`config.mk`:
```
export PLATFORM = sky130hd
export DESIGN_NAME = regfile_wb_arbiter
export DESIGN_NICKNAME = d
export VERILOG_FILES = /design/src/rtl/regfile_wb_arbiter.sv
export SDC_FILE = /design/constraint.sdc
export NUM_CORES = 1
export LEC_CHECK = 0
export CELL_PAD_IN_SITES_DETAIL_PLACEMENT = 1
export CELL_PAD_IN_SITES_GLOBAL_PLACEMENT = 1
export CORE_ASPECT_RATIO = 1.25
export CORE_MARGIN = 1.5
export CORE_UTILIZATION = 44
export CTS_BUF_LIST = sky130_fd_sc_hd__clkbuf_16
export DETAILED_ROUTE_END_ITERATION = 8
export DONT_BUFFER_PORTS = 1
export GPL_TIMING_DRIVEN = 1
export PLACE_DENSITY = 0.75
export REMOVE_ABC_BUFFERS = 1
export SYNTH_ARGS = -nofsm -noshare
export SYNTH_HDL_FRONTEND = slang
export SYNTH_SLANG_ARGS = --single-unit
```
`constraint.sdc`:
```
create_clock -name Clk -period 3.8 [get_ports Clk]
set_input_delay 0.76 -clock Clk [delete_from_list [all_inputs] [get_ports Clk]]
set_output_delay 0.76 -clock Clk [all_outputs]
set_load 0.02 [all_outputs]
```
`src/rtl/regfile_wb_arbiter.sv`:
```
// regfile_wb_arbiter
//
// Shares the register file's single write port between the pipeline
// writeback stage and a long-latency (multiply/divide) unit.
//
// Pipeline writeback always wins the port and is never back-pressured.
// Long-latency results wait in a small FIFO and drain on cycles where
// the pipeline does not write. If buffered results are refused the port
// for STARVE_LIMIT consecutive cycles, a one-cycle pipe_stall is requested
// so the head can be written.
//
// Ports:
//   Clk, Rst_n                  clock (rising edge), async active-low reset
//   wb_valid/wb_reg/wb_data     pipeline writeback request
//   lu_valid/lu_reg/lu_data     long-latency result, accepted when lu_ready
//   lu_ready                    FIFO has a free slot
//   ReadRegister1/2             source registers being decoded
//   hazard1/2                   source has a buffered, unwritten result
//   pipe_stall                  pipeline must present wb_valid=0 this cycle
//   RegWrite/WriteRegister/WriteData   register file write port
//   protocol_err                sticky: wb_valid seen while pipe_stall high
module regfile_wb_arbiter #(
    parameter int DEPTH        = 2,
    parameter int STARVE_LIMIT = 8
) (
    input  logic        Clk,
    input  logic        Rst_n,
    input  logic        wb_valid,
    input  logic [4:0]  wb_reg,
    input  logic [31:0] wb_data,
    input  logic        lu_valid,
    input  logic [4:0]  lu_reg,
    input  logic [31:0] lu_data,
    output logic        lu_ready,
    input  logic [4:0]  ReadRegister1,
    input  logic [4:0]  ReadRegister2,
    output logic        hazard1,
    output logic        hazard2,
    output logic        pipe_stall,
    output logic        RegWrite,
    output logic [4:0]  WriteRegister,
    output logic [31:0] WriteData,
    output logic        protocol_err
);

    localparam int PTR_W = $clog2(DEPTH);
    localparam int CNT_W = $clog2(STARVE_LIMIT + 1);

    logic [4:0]       fifoReg  [DEPTH];
    logic [31:0]      fifoData [DEPTH];
    logic [DEPTH-1:0] slotValid;
    logic [PTR_W-1:0] rdPtr;
    logic [PTR_W-1:0] wrPtr;
    logic             fifoEmpty;
    logic             fifoFull;
    logic             doPush;
    logic             doPop;
    logic [4:0]       headReg;
    logic [31:0]      headData;
    logic [CNT_W-1:0] starveCnt;
    logic [CNT_W-1:0] starveNext;

    // Each slot carries its own valid bit, so empty/full fall straight out
    // of the slot the read/write pointer is looking at: the read slot is
    // unoccupied only when empty, the write slot occupied only when full.
    assign fifoEmpty = !slotValid[rdPtr];
    assign fifoFull  = slotValid[wrPtr];
    assign lu_ready  = !fifoFull;
    assign doPush    = lu_valid && !fifoFull;
    assign headReg   = fifoReg[rdPtr];
    assign headData  = fifoData[rdPtr];

    // Write-port grant. Writeback always wins; the FIFO head only gets the
    // port on idle cycles. Register 0 still consumes the grant but never
    // asserts RegWrite. When writeback targets the same register as the
    // head, the head is stale (the writeback is younger because issue
    // stalls on hazards), so it is popped and dropped. Outputs are forced
    // low while reset is asserted so the register file sees no write.
    always_comb begin
        RegWrite      = 1'b0;
        WriteRegister = '0;
        WriteData     = '0;
        doPop         = 1'b0;
        if (!Rst_n) begin
            doPop = 1'b0;
        end else if (wb_valid) begin
            RegWrite      = (wb_reg != 5'd0);
            WriteRegister = wb_reg;
            WriteData     = wb_data;
            doPop         = !fifoEmpty && (headReg == wb_reg) && (wb_reg != 5'd0);
        end else if (!fifoEmpty) begin
            RegWrite      = (headReg != 5'd0);
            WriteRegister = headReg;
            WriteData     = headData;
            doPop         = 1'b1;
        end
    end

    // FIFO control. A push never lands on the slot being popped because a
    // push needs the write slot free while a pop needs the read slot full.
    // Pointers wrap naturally since DEPTH is a power of two.
    always_ff @(posedge Clk or negedge Rst_n) begin
        if (!Rst_n) begin
            rdPtr     <= '0;
            wrPtr     <= '0;
            slotValid <= '0;
        end else begin
            if (doPop) begin
                slotValid[rdPtr] <= 1'b0;
                rdPtr            <= rdPtr + PTR_W'(1);
            end
            if (doPush) begin
                slotValid[wrPtr] <= 1'b1;
                wrPtr            <= wrPtr + PTR_W'(1);
            end
        end
    end

    // FIFO payload storage. Contents are only meaningful under slotValid,
    // so the array itself needs no reset.
    always_ff @(posedge Clk) begin
        if (doPush) begin
            fifoReg[wrPtr]  <= lu_reg;
            fifoData[wrPtr] <= lu_data;
        end
    end

    // Read-hazard detection: a source register is hazardous while any
    // occupied slot targets it, including the slot being popped this cycle.
    always_comb begin
        hazard1 = 1'b0;
        hazard2 = 1'b0;
        for (int i = 0; i < DEPTH; i++) begin
            if (slotValid[i] && (fifoReg[i] == ReadRegister1) && (ReadRegister1 != 5'd0))
                hazard1 = 1'b1;
            if (slotValid[i] && (fifoReg[i] == ReadRegister2) && (ReadRegister2 != 5'd0))
                hazard2 = 1'b1;
        end
    end

    // Starvation counting: only cycles where buffered data is waiting and
    // writeback holds the port count. Any pop, an empty FIFO, or the stall
    // cycle itself restarts the count.
    always_comb begin
        starveNext = '0;
        if (!pipe_stall && !doPop && !fifoEmpty && wb_valid) begin
            starveNext = (starveCnt == CNT_W'(STARVE_LIMIT)) ? starveCnt
                                                             : starveCnt + CNT_W'(1);
        end
    end

    // Stall request is registered from the counter reaching the limit, so
    // it is a clean one-cycle pulse; protocol_err latches any writeback
    // that ignores it and holds until reset.
    always_ff @(posedge Clk or negedge Rst_n) begin
        if (!Rst_n) begin
            starveCnt    <= '0;
            pipe_stall   <= 1'b0;
            protocol_err <= 1'b0;
        end else begin
            starveCnt  <= starveNext;
            pipe_stall <= (starveNext == CNT_W'(STARVE_LIMIT));
            if (wb_valid && pipe_stall)
                protocol_err <= 1'b1;
        end
    end

endmodule

```
Yosys cells after proc, flatten, opt, wreduce, memory -nomap -nowiden. Memories as Yosys holds them, arrays and structs flattened. Cells that the tools add are included.

Input bits: 88. Bits in registers: 10. RAM bits: 74. Memories kept: 2. Output and inout port bits: 43. Logic and storage cells: 79.

Bitwise operators: 3. Add/sub/neg operators: 3. $lt $le $gt $ge: 4. Reduce and logical (&&, ||, !) cells: 24. Multiplexer cells: 30. Equal/unequal tests: 7.

Memory list: fifoData (words 2, width 32, rd ports 1, clocked after Yosys merged registers in 0, write ports 1, RTL line 50) `logic [31:0] fifoData [DEPTH];`; fifoReg (words 2, width 5, rd ports 3, clocked after Yosys merged registers in 0, write ports 1, RTL line 49) `logic [4:0] fifoReg [DEPTH];`.

Operator list (count): 32-bit 2-to-1 mux (3); 5-bit equality test (5); 5-bit nonzero test (4); 1-bit 2-to-1 mux (18); 1-bit logical AND (17); 5-bit 2-to-1 mux (3); 4-bit equality test, second input constant (2); 4-bit 2-to-1 mux (2); 4-bit by 1-bit adder with 4-bit output, second input constant (1); 1-bit by 2-bit < comparator with 1-bit output, second input constant (2); 2-bit 2-to-1 mux (2); 1-bit logical NOT (3); 1-bit adder, second input constant (2); 2-bit bitwise AND (1); 1-bit demux with 1-bit select (2); 1-bit greater-or-equal comparator, second input constant (2); 2-bit NOT (1); 2-bit OR (1).

Longest topological paths before layout. Gate-level depths: netlist (run 1).

Word-level depth: 12. Mapped depth: 8. Gate-level depth less buffers: 7.

Least setup slack after synthesis (run 1). OpenSTA, ideal clock, no wires.

Path kind: input-to-reg. Start point: input port lu_valid. End point: memory fifoData[0][0] (enable). Setup time: 0.489 ns. Path buffers: 0. Data required time: 3.311 ns. Data arrival time: 3.574 ns. Stages on the path: 1. Path slack: -0.263 ns. Cell sequence: nor3b_1.

Word-level cells in the longest chain between the ends: 3.

Ends and longest elaborated chain: start, declared (RTL line 31) `input logic lu_valid,`; 1-bit logical AND (RTL line 69) `assign doPush = lu_valid && !fifoFull;`; 1-bit 2-to-1 mux (RTL line 122) `if (doPush) begin`; 1-bit 2-to-1 mux (not written as such) (RTL line 124) `fifoData[wrPtr] <= lu_data;`; end, declared (RTL line 50).

No other way between the ends.

Worst setup path after layout (run 1).
Start point: register rdPtr. End point: output port WriteData[6].

Word-level cells in the longest chain between the ends: 5. Elaborated cells on any way between the ends: 6. Those cells by class: 5 x mux; 1 x memory.

Ends and longest elaborated chain: start, declared (RTL line 52) `logic [PTR_W-1:0] rdPtr;`; start signal, assigned (RTL line 110) `rdPtr <= rdPtr + PTR_W'(1);`; 1-bit 2-to-1 mux (not written as such) (2 in a row) (RTL line 66) `assign fifoEmpty = !slotValid[rdPtr];`; 32-bit 2-to-1 mux * (RTL line 91) `end else if (!fifoEmpty) begin`; 32-bit 2-to-1 mux * (RTL line 86) `end else if (wb_valid) begin`; 32-bit 2-to-1 mux * (RTL line 84) `if (!Rst_n) begin`; end, declared (RTL line 42) `output logic [31:0] WriteData,`.

Mark *: on every way between the ends. The rest lies on a longest branch, timed or not. The select of a mux whose other input is x is not followed.

==> results.sh, run 1 <==
export IMPL_status="complete, no violations"
export IMPL_slew_violations=0
export IMPL_tritoncts="built"
export IMPL_switching_power_mw=0.696
export IMPL_drtIter0Drc=79
export IMPL_wl_per_cell_um=19.7
export IMPL_async_reset_ff_frac=0.119
export IMPL_synth_top_cells_by_area="edfxtp_1 (53%), mux2i_1 (9.1%), dfrtp_1 (6.0%), nor2b_1 (5.7%), a21oi_1 (5.0%)"
export IMPL_cts_resized=0
export IMPL_min_period_ps=3110
export IMPL_drive_gt1_frac=0.0774
export IMPL_cts_num_sinks=84
export IMPL_clk_pin_slew_worst_paths_ps=60
export IMPL_io_pins=131
export IMPL_post_synth_top_count_cell="edfxtp_1"
export IMPL_reg2reg_from="rdPtr"
export IMPL_rsz0062_at_grt="false"
export IMPL_p_int_mw=1.75
export IMPL_antenna_cells=0
export IMPL_synth_cell_area_um2=4200
export IMPL_start_util=0.455
export IMPL_powerDensity_nw_per_um2=531
export IMPL_grt_pass1_vias=2830
export IMPL_setup_viol=0
export IMPL_synthXorXnorAreaFrac=0.0563
export IMPL_pwr_share_seq=0.471
export IMPL_cp_start_kind="flip-flop"
export IMPL_cap_violations=0
export IMPL_synth_edff_count=74
export IMPL_timing_fmax_mhz=322
export IMPL_cts_hold_buf=0
export IMPL_core_area_um2=9220
export IMPL_netlist_top_cells_count="edfxtp_1 (74), a21oi_1 (42), mux2i_1 (38), nor2b_1 (38), nor3_1 (38)"
export IMPL_finalPower_mw=2.45
export IMPL_place_gp_congestion=0.779
export IMPL_synth_mux_area_frac=0.0906
export IMPL_yosys_area_top_type="edfxtp_1"
export IMPL_antenna_found_initial=0
export IMPL_end_kind="output port"
export IMPL_multiInputGateArea_um2=1630
export IMPL_critPathKind="reg2out"
export IMPL_dieArea_um2=10100
export IMPL_grtUsageTotal=0.189
export IMPL_p_leak_nw=1.72
export IMPL_grt_overflow=0
export IMPL_min_path_type="in2async"
export IMPL_fin_skew_ps=6.52
export IMPL_synth_area_per_cell_um2=12.0
export IMPL_synth_warnings=0
export IMPL_die_h_um=112
export IMPL_worstPathArrival_ps=2350
export IMPL_tritoncts_num_buffers=9
export IMPL_root_buffer="clkbuf_16"
export IMPL_stdcell_area_um2=4610
export IMPL_placedInstanceArea_um2=4320
export IMPL_synth_fa_ha_area_frac=0.00596
export IMPL_htree_levels=3
export IMPL_synth_seq_cells=84
export IMPL_firstDrtPassIters=4
export IMPL_tightest_slew_ps=866
export IMPL_period_share=0.818
export IMPL_fp_row_count=39
export IMPL_synthToLayoutAreaGrowth_pct=9.90
export IMPL_dieWidth_um=90.4
export IMPL_clkPwrFrac=0.346
export IMPL_cts_setup_buffers=0
export IMPL_grt_pass1_wl_um=14700
export IMPL_ys_flop_type="edfxtp_1"
export IMPL_max_clock_path_buffers=2
export IMPL_synth_top_family_by_area="simple AND/OR/NAND/NOR gates"
export IMPL_vias_per_cell=5.68
export IMPL_io_buffers=0
export IMPL_ant_nets=0
export IMPL_synth_compound_area_frac=0.0706
export IMPL_grt_start_max_net_pins=80
export IMPL_drc=0
export IMPL_insertion_delay_ps=340
export IMPL_num_fill_cells=959
export IMPL_ys_seq_area_frac=0.589
export IMPL_irDropWorstVdd_mv=0.291
export IMPL_power_frac_comb=0.183
export IMPL_crit_start="rdPtr"
export IMPL_syn_inst=350
export IMPL_cp_required_ps=3040
export IMPL_synth_top_area_frac=0.529
export IMPL_yosys_area_share_simple=0.159
export IMPL_hpwl_um=6180
export IMPL_vias=2682
export IMPL_num_nets_final=434
export IMPL_preCtsSetupSlack_ps=1030
export IMPL_wl_um=9290
export IMPL_regArea_um2=2470
export IMPL_ys_types=38
export IMPL_cp_max_fo=20
export IMPL_relSlewSlack=0.422
export IMPL_hold_viol=0
export IMPL_switching_share=0.284
export IMPL_worst_slack_ps=690
export IMPL_holdWs_ps=114
==> per-layer routing <==
layer  GRT usage  part of all wire  up-vias
li1            -                 -     1276
met1       0.215              0.41     1317
met2       0.332              0.51       78
met3      0.0623             0.061       11
met4      0.0667             0.015        0
met5           0                 0        -
==> logic make-up (layout without fill, tap and decap cells) <==
family          count (synthesis)  after routing
compound gates                 54             54
flops                          84             84
fa+ha+maj                       2              2
simple gates                  117            117
mux                            38             38
buf+inv                        28             27
xor+xnor                       27             27
==> power groups by stage <==
stage,Sequential (mW),Clock (mW),Combinational (mW)
finish,1.15,0.848,0.448
global route,1.16,0.902,0.492
CTS,1.15,0.868,0.456
detailed placement,1.17,0,0.452
global placement,1.17,0,0.439
floorplan,1.16,0,0.330
==> path summary, 6_finish.rpt <==
check                                 endpoint  slack (ps)  cells after the start
worst min register to register    protocol_err         610                      1
min in group Clk                fifoData[1][5]         520                      0
max in group asynchronous                rdPtr        3600                      0
worst max-delay path              WriteData[6]         690                      6
worst max register to register      pipe_stall        1460                      6
worst min-delay path              protocol_err         110                      0
==> final cells by class <==
type / count / share of cell area
repair buffers: 6 / 0.00976
clock inverters: 7 / 0.0146
well taps: 123 / 0.0334
multi-input cells: 238 / 0.353
flip-flops and latches: 84 / 0.536
inverters: 5 / 0.00407
clock buffers: 9 / 0.0488
==> metrics by stage <==
step	util	TNS, ps	cells
3_5_place_dp	0.468	0	456
3_3_place_gp	0.468	0	456
5_1_grt	0.500	0	472
2_1_floorplan	-	-29470	327
6_report	0.500	0	472
4_1_cts	0.500	0	472
==> state kept, by name (all words and copies together) (netlist names) <==
register	flops
rdPtr	1
starveCnt	4
protocol_err	1
wrPtr	1
slotValid	2
pipe_stall	1
fifoReg	10
fifoData	64
==> cells in the final DEF, fill, tap and decap left out, types with 4 or more instances in the layout <==
cell / Yosys / routed
a21oi_1: 42 / 42
buf_4: 0 / 6
clkbuf_16: 0 / 9
dfrtp_1: 10 / 9
edfxtp_1: 74 / 74
inv_1: 5 / 5
mux2i_1: 38 / 38
nand3_1: 9 / 9
nor2_1: 6 / 5
nor2b_1: 38 / 38
nor3_1: 38 / 38
nor4_1: 4 / 4
xnor2_1: 5 / 5
xor2_1: 22 / 22
==> critical path, stage by stage (launching register included) <==
cell      delay [ps]
dfrtp_2          600
nand2b_1         270
a21boi_4         210
buf_4            270
nor3_1           260
a21oi_1           70
nor2b_1          340
(Power assumes the default switching activity.)
==> run 2, diff against run 1 <==
--- a/config.mk
+++ b/config.mk
@@ -9,12 +9,12 @@
 export CELL_PAD_IN_SITES_GLOBAL_PLACEMENT = 1
 export CORE_ASPECT_RATIO = 1.25
 export CORE_MARGIN = 1.5
-export CORE_UTILIZATION = 44
+export CORE_UTILIZATION = 49
 export CTS_BUF_LIST = sky130_fd_sc_hd__clkbuf_16
 export DETAILED_ROUTE_END_ITERATION = 8
 export DONT_BUFFER_PORTS = 1
 export GPL_TIMING_DRIVEN = 1
-export PLACE_DENSITY = 0.75
+export PLACE_DENSITY = 0.79
 export REMOVE_ABC_BUFFERS = 1
 export SYNTH_ARGS = -nofsm -noshare
 export SYNTH_HDL_FRONTEND = slang
==> constraint.sdc (replaced) <==
create_clock -name Clk -period 2.95 [get_ports Clk]
set_input_delay 0.59 -clock Clk [delete_from_list [all_inputs] [get_ports Clk]]
set_output_delay 0.59 -clock Clk [all_outputs]
set_load 0.02 [all_outputs]
==> run 2 against run 1 <==
Wire length increased by 3.1%. Total power up 25%. Critical path type unchanged. Final cell count fell by 5.9%. Setup slack got worse by 540 ps. Die area down 9.9%. Count of clock-buffer cells in the layout is the same. First-iteration DRC count grew 91%. Sequential share of layout area grew 0.61 points. Worst hold slack improved by 230 ps. Sequential power grew 30%. Cell area is 1.0% lower.
==> results.sh, run 2 (synthesis gave the netlist of run 1 again) <==
export IMPL_worstPathArrival_ps=2210
export IMPL_hpwl_um=6220
export IMPL_insertion_delay_ps=330
export IMPL_vias=2678
export IMPL_dieWidth_um=85.8
export IMPL_place_gp_congestion=0.822
export IMPL_utilization=0.551
export IMPL_r2r_cells=6
export IMPL_cap_violations=0
export IMPL_num_nets_final=434
export IMPL_regMostFlops="fifoData"
export IMPL_rsz0062_at_grt="false"
export IMPL_vias_per_cell=6.03
export IMPL_min_period_ps=2800
export IMPL_powerDensity_nw_per_um2=670
export IMPL_dp_cells=428
export IMPL_core_area_um2=8290
export IMPL_antenna_found_initial=0
export IMPL_drc=0
export IMPL_drtIter0Drc=151
export IMPL_largest_reg_flops=64
export IMPL_hold_end="fifoData[0][10]"
export IMPL_grt_start_max_net_pins=80
export IMPL_dieArea_um2=9130
export IMPL_p_leak_nw=1.72
export IMPL_r2r_end="slotValid[1]"
export IMPL_fp_row_count=37
export IMPL_cp_max_fo=19
export IMPL_reg2reg_from="rdPtr"
export IMPL_min_path_type="in2reg"
export IMPL_cts_setup_buffers=0
export IMPL_clk_pin_slew_worst_paths_ps=60
export IMPL_die_h_um=106
export IMPL_io_pins=131
export IMPL_path_cells="nand2b_1, a21boi_4, nor3_1, a21oi_1, nor2b_1"
export IMPL_period_share=0.949
export IMPL_setup_viol=0
export IMPL_tritoncts="built"
export IMPL_hold_viol=0
export IMPL_io_buffers=0
export IMPL_final_cell_mix="edfxtp_1 (74), a21oi_1 (42), mux2i_1 (38), nor2b_1 (38), nor3_1 (38)"
export IMPL_slowest_stage="a21boi_4"
export IMPL_grt_pass1_wl_um=14600
export IMPL_hp_start="lu_data[10]"
export IMPL_timing_fmax_mhz=357
export IMPL_critPathKind="reg2out"
export IMPL_start_util=0.507
export IMPL_max_clock_path_buffers=2
export IMPL_root_buffer="clkbuf_16"
export IMPL_cp_start_kind="flip-flop"
export IMPL_relSlewSlack=0.515
export IMPL_finalPower_mw=3.06
export IMPL_tightest_slew_ps=726
export IMPL_cpPeakStageDelay_ps=640
export IMPL_firstDrtPassIters=4
export IMPL_preCtsSetupSlack_ps=275
export IMPL_tritoncts_num_buffers=9
export IMPL_grt_overflow=0
export IMPL_hold_depth=0
export IMPL_reg_top3="fifoData: 64 flops, fifoReg: 10 flops, starveCnt: 4 flops"
export IMPL_wl_um=9580
export IMPL_ff2ff_setup_slack_ps=570
export IMPL_antenna_cells=0
export IMPL_irDropWorstVdd_mv=0.483
export IMPL_status="complete, no violations"
export IMPL_wl_per_cell_um=21.6
export IMPL_final_common_cell="edfxtp_1"
export IMPL_ant_nets=0
export IMPL_cts_num_sinks=84
export IMPL_grt_pass1_vias=2830
export IMPL_htree_levels=3
export IMPL_end_kind="output port"
export IMPL_num_fill_cells=863
export IMPL_cp_required_ps=2360
export IMPL_grtUsageTotal=0.217
export IMPL_worst_slack_ps=151
export IMPL_slew_violations=0
export IMPL_fin_skew_ps=8.21
export IMPL_drive_gt1_frac=0.0634
export IMPL_instances_no_fill=444
export IMPL_synthToLayoutAreaGrowth_pct=8.76
==> run 2: cell count changes in the layout (fill, tap and decap cells not counted) <==
cell | previous run | this run
inv_1 | 5 | 7
dfrtp_2 | 1 | 0
clkinv_2 | 2 | 1
buf_4 | 6 | 3
bufinv_16 | 1 | 0
clkinvlp_4 | 2 | 1
dfrtp_4 | 0 | 1
dlygate4sd3_1 | 0 | 1
clkinv_4 | 1 | 0
buf_12 | 0 | 1
a21boi_4 | 1 | 2
==> run 2: layout make-up <==
cell class | count | area, um2 | area share
flip-flops and latches | 84 | 2480 | 0.542
inverters | 5 | 18.8 | 0.00411
repair buffers | 5 | 52.6 | 0.0115
clock buffers | 9 | 225 | 0.0493
multi-input cells | 239 | 1650 | 0.361
clock inverters | 5 | 23.8 | 0.00521
well taps | 97 | 121 | 0.0266
==> run 2: worst max path at each step <==
| stage | from | to | slack (ps) | cells past startpoint |
|---|---|---|---|---|
| floorplan | rdPtr | RegWrite | -1230 | 4 |
| global placement | rdPtr | WriteData[20] | 310 | 5 |
| detailed placement | rdPtr | WriteData[20] | 270 | 5 |
| CTS | rdPtr | WriteData[17] | 120 | 5 |
| global route | rdPtr | WriteData[17] | 10 | 5 |
| finish | rdPtr | WriteData[16] | 150 | 5 |
==> run 2: what timing repair did <==
action                     CTS  global route
hold buffers                 1             0
cloned                       1             0
setup endpoints to repair   38             5
resized for setup            1             1
hold endpoints to repair    10             0
==> run 2: metal layers <==
layer	part of all wire	up-vias	global-route usage	wire, um
li1	-	1272	-	-
met1	0.39	1310	0.245	3710
met2	0.55	81	0.385	5220
met3	0.049	15	0.0598	468
met4	0.019	0	0.0818	180
met5	0	-	0	0
==> run 2: through the flow <==
step                instance area (um2)  hold WS (ps)  TNS, ps
CTS                                4560           336        0
finish                             4570           346        0
global route                       4570           334        0
floorplan                          4100           294   -85640
detailed placement                 4290           296        0
global placement                   4290           296        0
==> run 2: critical path, delay by kind of cell (launching register included) <==
kind / cells / cell delay (ps)
AND/OR/NAND/NOR: 3 / 500
AO/OA/AOI/OAI: 2 / 820
flip-flops: 1 / 540
==> run 2: power by group <==
part           switching, mW  internal, mW  leakage (nW)
logic                  0.397         0.202         0.800
clock network          0.423         0.550         0.127
registers             0.0772          1.41         0.795
==> run 3, diff against run 2 <==
--- a/config.mk
+++ b/config.mk
@@ -9,12 +9,12 @@
 export CELL_PAD_IN_SITES_GLOBAL_PLACEMENT = 1
 export CORE_ASPECT_RATIO = 1.25
 export CORE_MARGIN = 1.5
-export CORE_UTILIZATION = 49
+export CORE_UTILIZATION = 53
 export CTS_BUF_LIST = sky130_fd_sc_hd__clkbuf_16
 export DETAILED_ROUTE_END_ITERATION = 8
 export DONT_BUFFER_PORTS = 1
 export GPL_TIMING_DRIVEN = 1
-export PLACE_DENSITY = 0.79
+export PLACE_DENSITY = 0.84
 export REMOVE_ABC_BUFFERS = 1
 export SYNTH_ARGS = -nofsm -noshare
 export SYNTH_HDL_FRONTEND = slang
==> constraint.sdc (replaced) <==
create_clock -name Clk -period 3.5 [get_ports Clk]
set_input_delay 0.7 -clock Clk [delete_from_list [all_inputs] [get_ports Clk]]
set_output_delay 0.7 -clock Clk [all_outputs]
set_load 0.02 [all_outputs]
==> run 3 against run 2 <==
Via count grew 2.5%. Sequential share of layout area is 0.079 points higher. Register-to-register slack improved by 600 ps. Cell area shrank 0.25%. Clock skew is 3.8 ps lower. Combinational power is 21% lower. Final cell count is 0.45% lower.
==> results.sh, run 3 (synthesis gave the netlist of run 1 again) <==
export IMPL_grtUsageTotal=0.231
export IMPL_p_leak_nw=1.72
export IMPL_hpwl_um=6060
export IMPL_ant_nets=0
export IMPL_antenna_found_initial=0
export IMPL_worstPathArrival_ps=2580
export IMPL_status="complete, no violations"
export IMPL_powerDensity_nw_per_um2=578
export IMPL_stdcell_area_um2=4550
export IMPL_fin_skew_ps=4.45
export IMPL_timing_fmax_mhz=305
export IMPL_final_common_cell="edfxtp_1"
export IMPL_place_gp_congestion=0.751
export IMPL_tightest_slew_ps=1140
export IMPL_hold_viol=0
export IMPL_min_period_ps=3280
export IMPL_min_path_type="in2async"
export IMPL_insertion_delay_ps=340
export IMPL_final_cell_mix="edfxtp_1 (74), a21oi_1 (42), mux2i_1 (38), nor2b_1 (38), nor3_1 (38)"
export IMPL_clkPwrFrac=0.346
export IMPL_num_fill_cells=797
export IMPL_dieArea_um2=8470
export IMPL_critPathKind="reg2out"
export IMPL_drive_gt1_frac=0.0663
export IMPL_switching_share=0.284
export IMPL_rsz0062_at_grt="false"
export IMPL_max_clock_path_buffers=2
export IMPL_fp_row_count=36
export IMPL_p_int_mw=1.88
export IMPL_top_usage_layer="met2"
export IMPL_tritoncts_num_buffers=9
export IMPL_drtIter0Drc=117
export IMPL_placedInstanceArea_um2=4270
export IMPL_grt_pass1_wl_um=14100
export IMPL_synthToLayoutAreaGrowth_pct=8.49
export IMPL_switching_power_mw=0.747
export IMPL_cp_required_ps=2800
export IMPL_core_area_um2=7750
export IMPL_root_buffer="clkbuf_16"
export IMPL_cts_hold_buf=0
export IMPL_regArea_um2=2470
export IMPL_regMostFlops="fifoData"
export IMPL_cts_resized=0
export IMPL_grt_start_max_net_pins=80
export IMPL_wl_um=9330
export IMPL_start_util=0.542
export IMPL_cp_start_kind="flip-flop"
export IMPL_pwr_share_seq=0.475
export IMPL_use_met2=0.391
export IMPL_use_met1=0.265
export IMPL_vias_per_cell=6.21
export IMPL_htree_levels=3
export IMPL_end_kind="output port"
export IMPL_cts_setup_buffers=0
export IMPL_num_nets_final=432
export IMPL_worst_slack_ps=217
export IMPL_largest_reg_flops=64
export IMPL_utilization=0.588
export IMPL_wl_per_cell_um=21.1
export IMPL_cp_max_fo=39
export IMPL_io_pins=131
export IMPL_multiInputGateArea_um2=1630
export IMPL_grt_met3_usage=0.0681
export IMPL_drc=0
export IMPL_firstDrtPassIters=4
export IMPL_reg_top3="fifoData: 64 flops, fifoReg: 10 flops, starveCnt: 4 flops"
export IMPL_vias=2744
export IMPL_dieWidth_um=82.6
export IMPL_grt_pass1_vias=2877
export IMPL_cap_violations=0
export IMPL_antenna_cells=0
export IMPL_holdWs_ps=48.6
export IMPL_clk_pin_slew_worst_paths_ps=60
export IMPL_slew_violations=0
export IMPL_irDropWorstVdd_mv=0.452
export IMPL_power_frac_comb=0.180
export IMPL_tritoncts="built"
export IMPL_cts_num_sinks=84
export IMPL_die_h_um=103
export IMPL_relSlewSlack=0.237
export IMPL_grt_overflow=0
export IMPL_io_buffers=0
export IMPL_setup_viol=0
export IMPL_period_share=0.938
export IMPL_preCtsSetupSlack_ps=592
## run 3: changes by cell type in the layout (fill, tap and decap cells not counted), sizes merged
cell         delta
a21boi          -1
bufinv          +1
clkinv          +2
dlygate4sd3     -1
inv             -1
## run 3: layer usage
| metal | routed length [um] | vias to the layer above |
|---|---|---|
| li1 | - | 1273 |
| met3 | 564 | 18 |
| met4 | 209 | 0 |
| met5 | 0 | - |
| met2 | 4970 | 84 |
| met1 | 3590 | 1369 |
## run 3: path summary, 6_finish.rpt
path	from	to	slack (ps)	cells past startpoint
setup / recovery	rdPtr	WriteData[29]	220	5
hold / removal	Rst_n	starveCnt[3]	50	0
setup reg to reg	rdPtr	pipe_stall	1170	5
hold reg to reg	wrPtr	wrPtr	600	2
max in group asynchronous	Rst_n	rdPtr	3360	0
min in group Clk	lu_data[9]	fifoData[0][9]	450	0
## run 3: cell type report
type | instances | area share
clock buffer | 9 | 0.0495
clock inverter | 7 | 0.0129
inverter | 5 | 0.00412
multi-input combinational | 238 | 0.358
sequential | 84 | 0.543
tap | 95 | 0.0261
timing repair buffer | 4 | 0.00659
## run 3: stage by stage
stage          TNS [ps]  std cells  total power [mW]
3_5_place_dp          0        426              1.74
3_3_place_gp          0        426              1.72
4_1_cts               0        442              2.65
2_1_floorplan    -49010        327              1.62
6_report              0        442              2.63
5_1_grt               0        442              2.73
## run 3: power by group through the flow
stage	Combinational (mW)	Sequential [mW]	Clock (mW)
4_1_cts	0.481	1.25	0.920
5_1_grt	0.520	1.26	0.954
6_report	0.473	1.25	0.909
3_5_place_dp	0.473	1.27	0
3_3_place_gp	0.457	1.26	0
2_1_floorplan	0.359	1.26	0
## run 3: critical path, cell delays in order (launching register included)
cell,delay [ps]
dfrtp_2,530
buf_4,270
a21boi_4,910
nor3_1,190
a21oi_1,180
nor2b_1,130
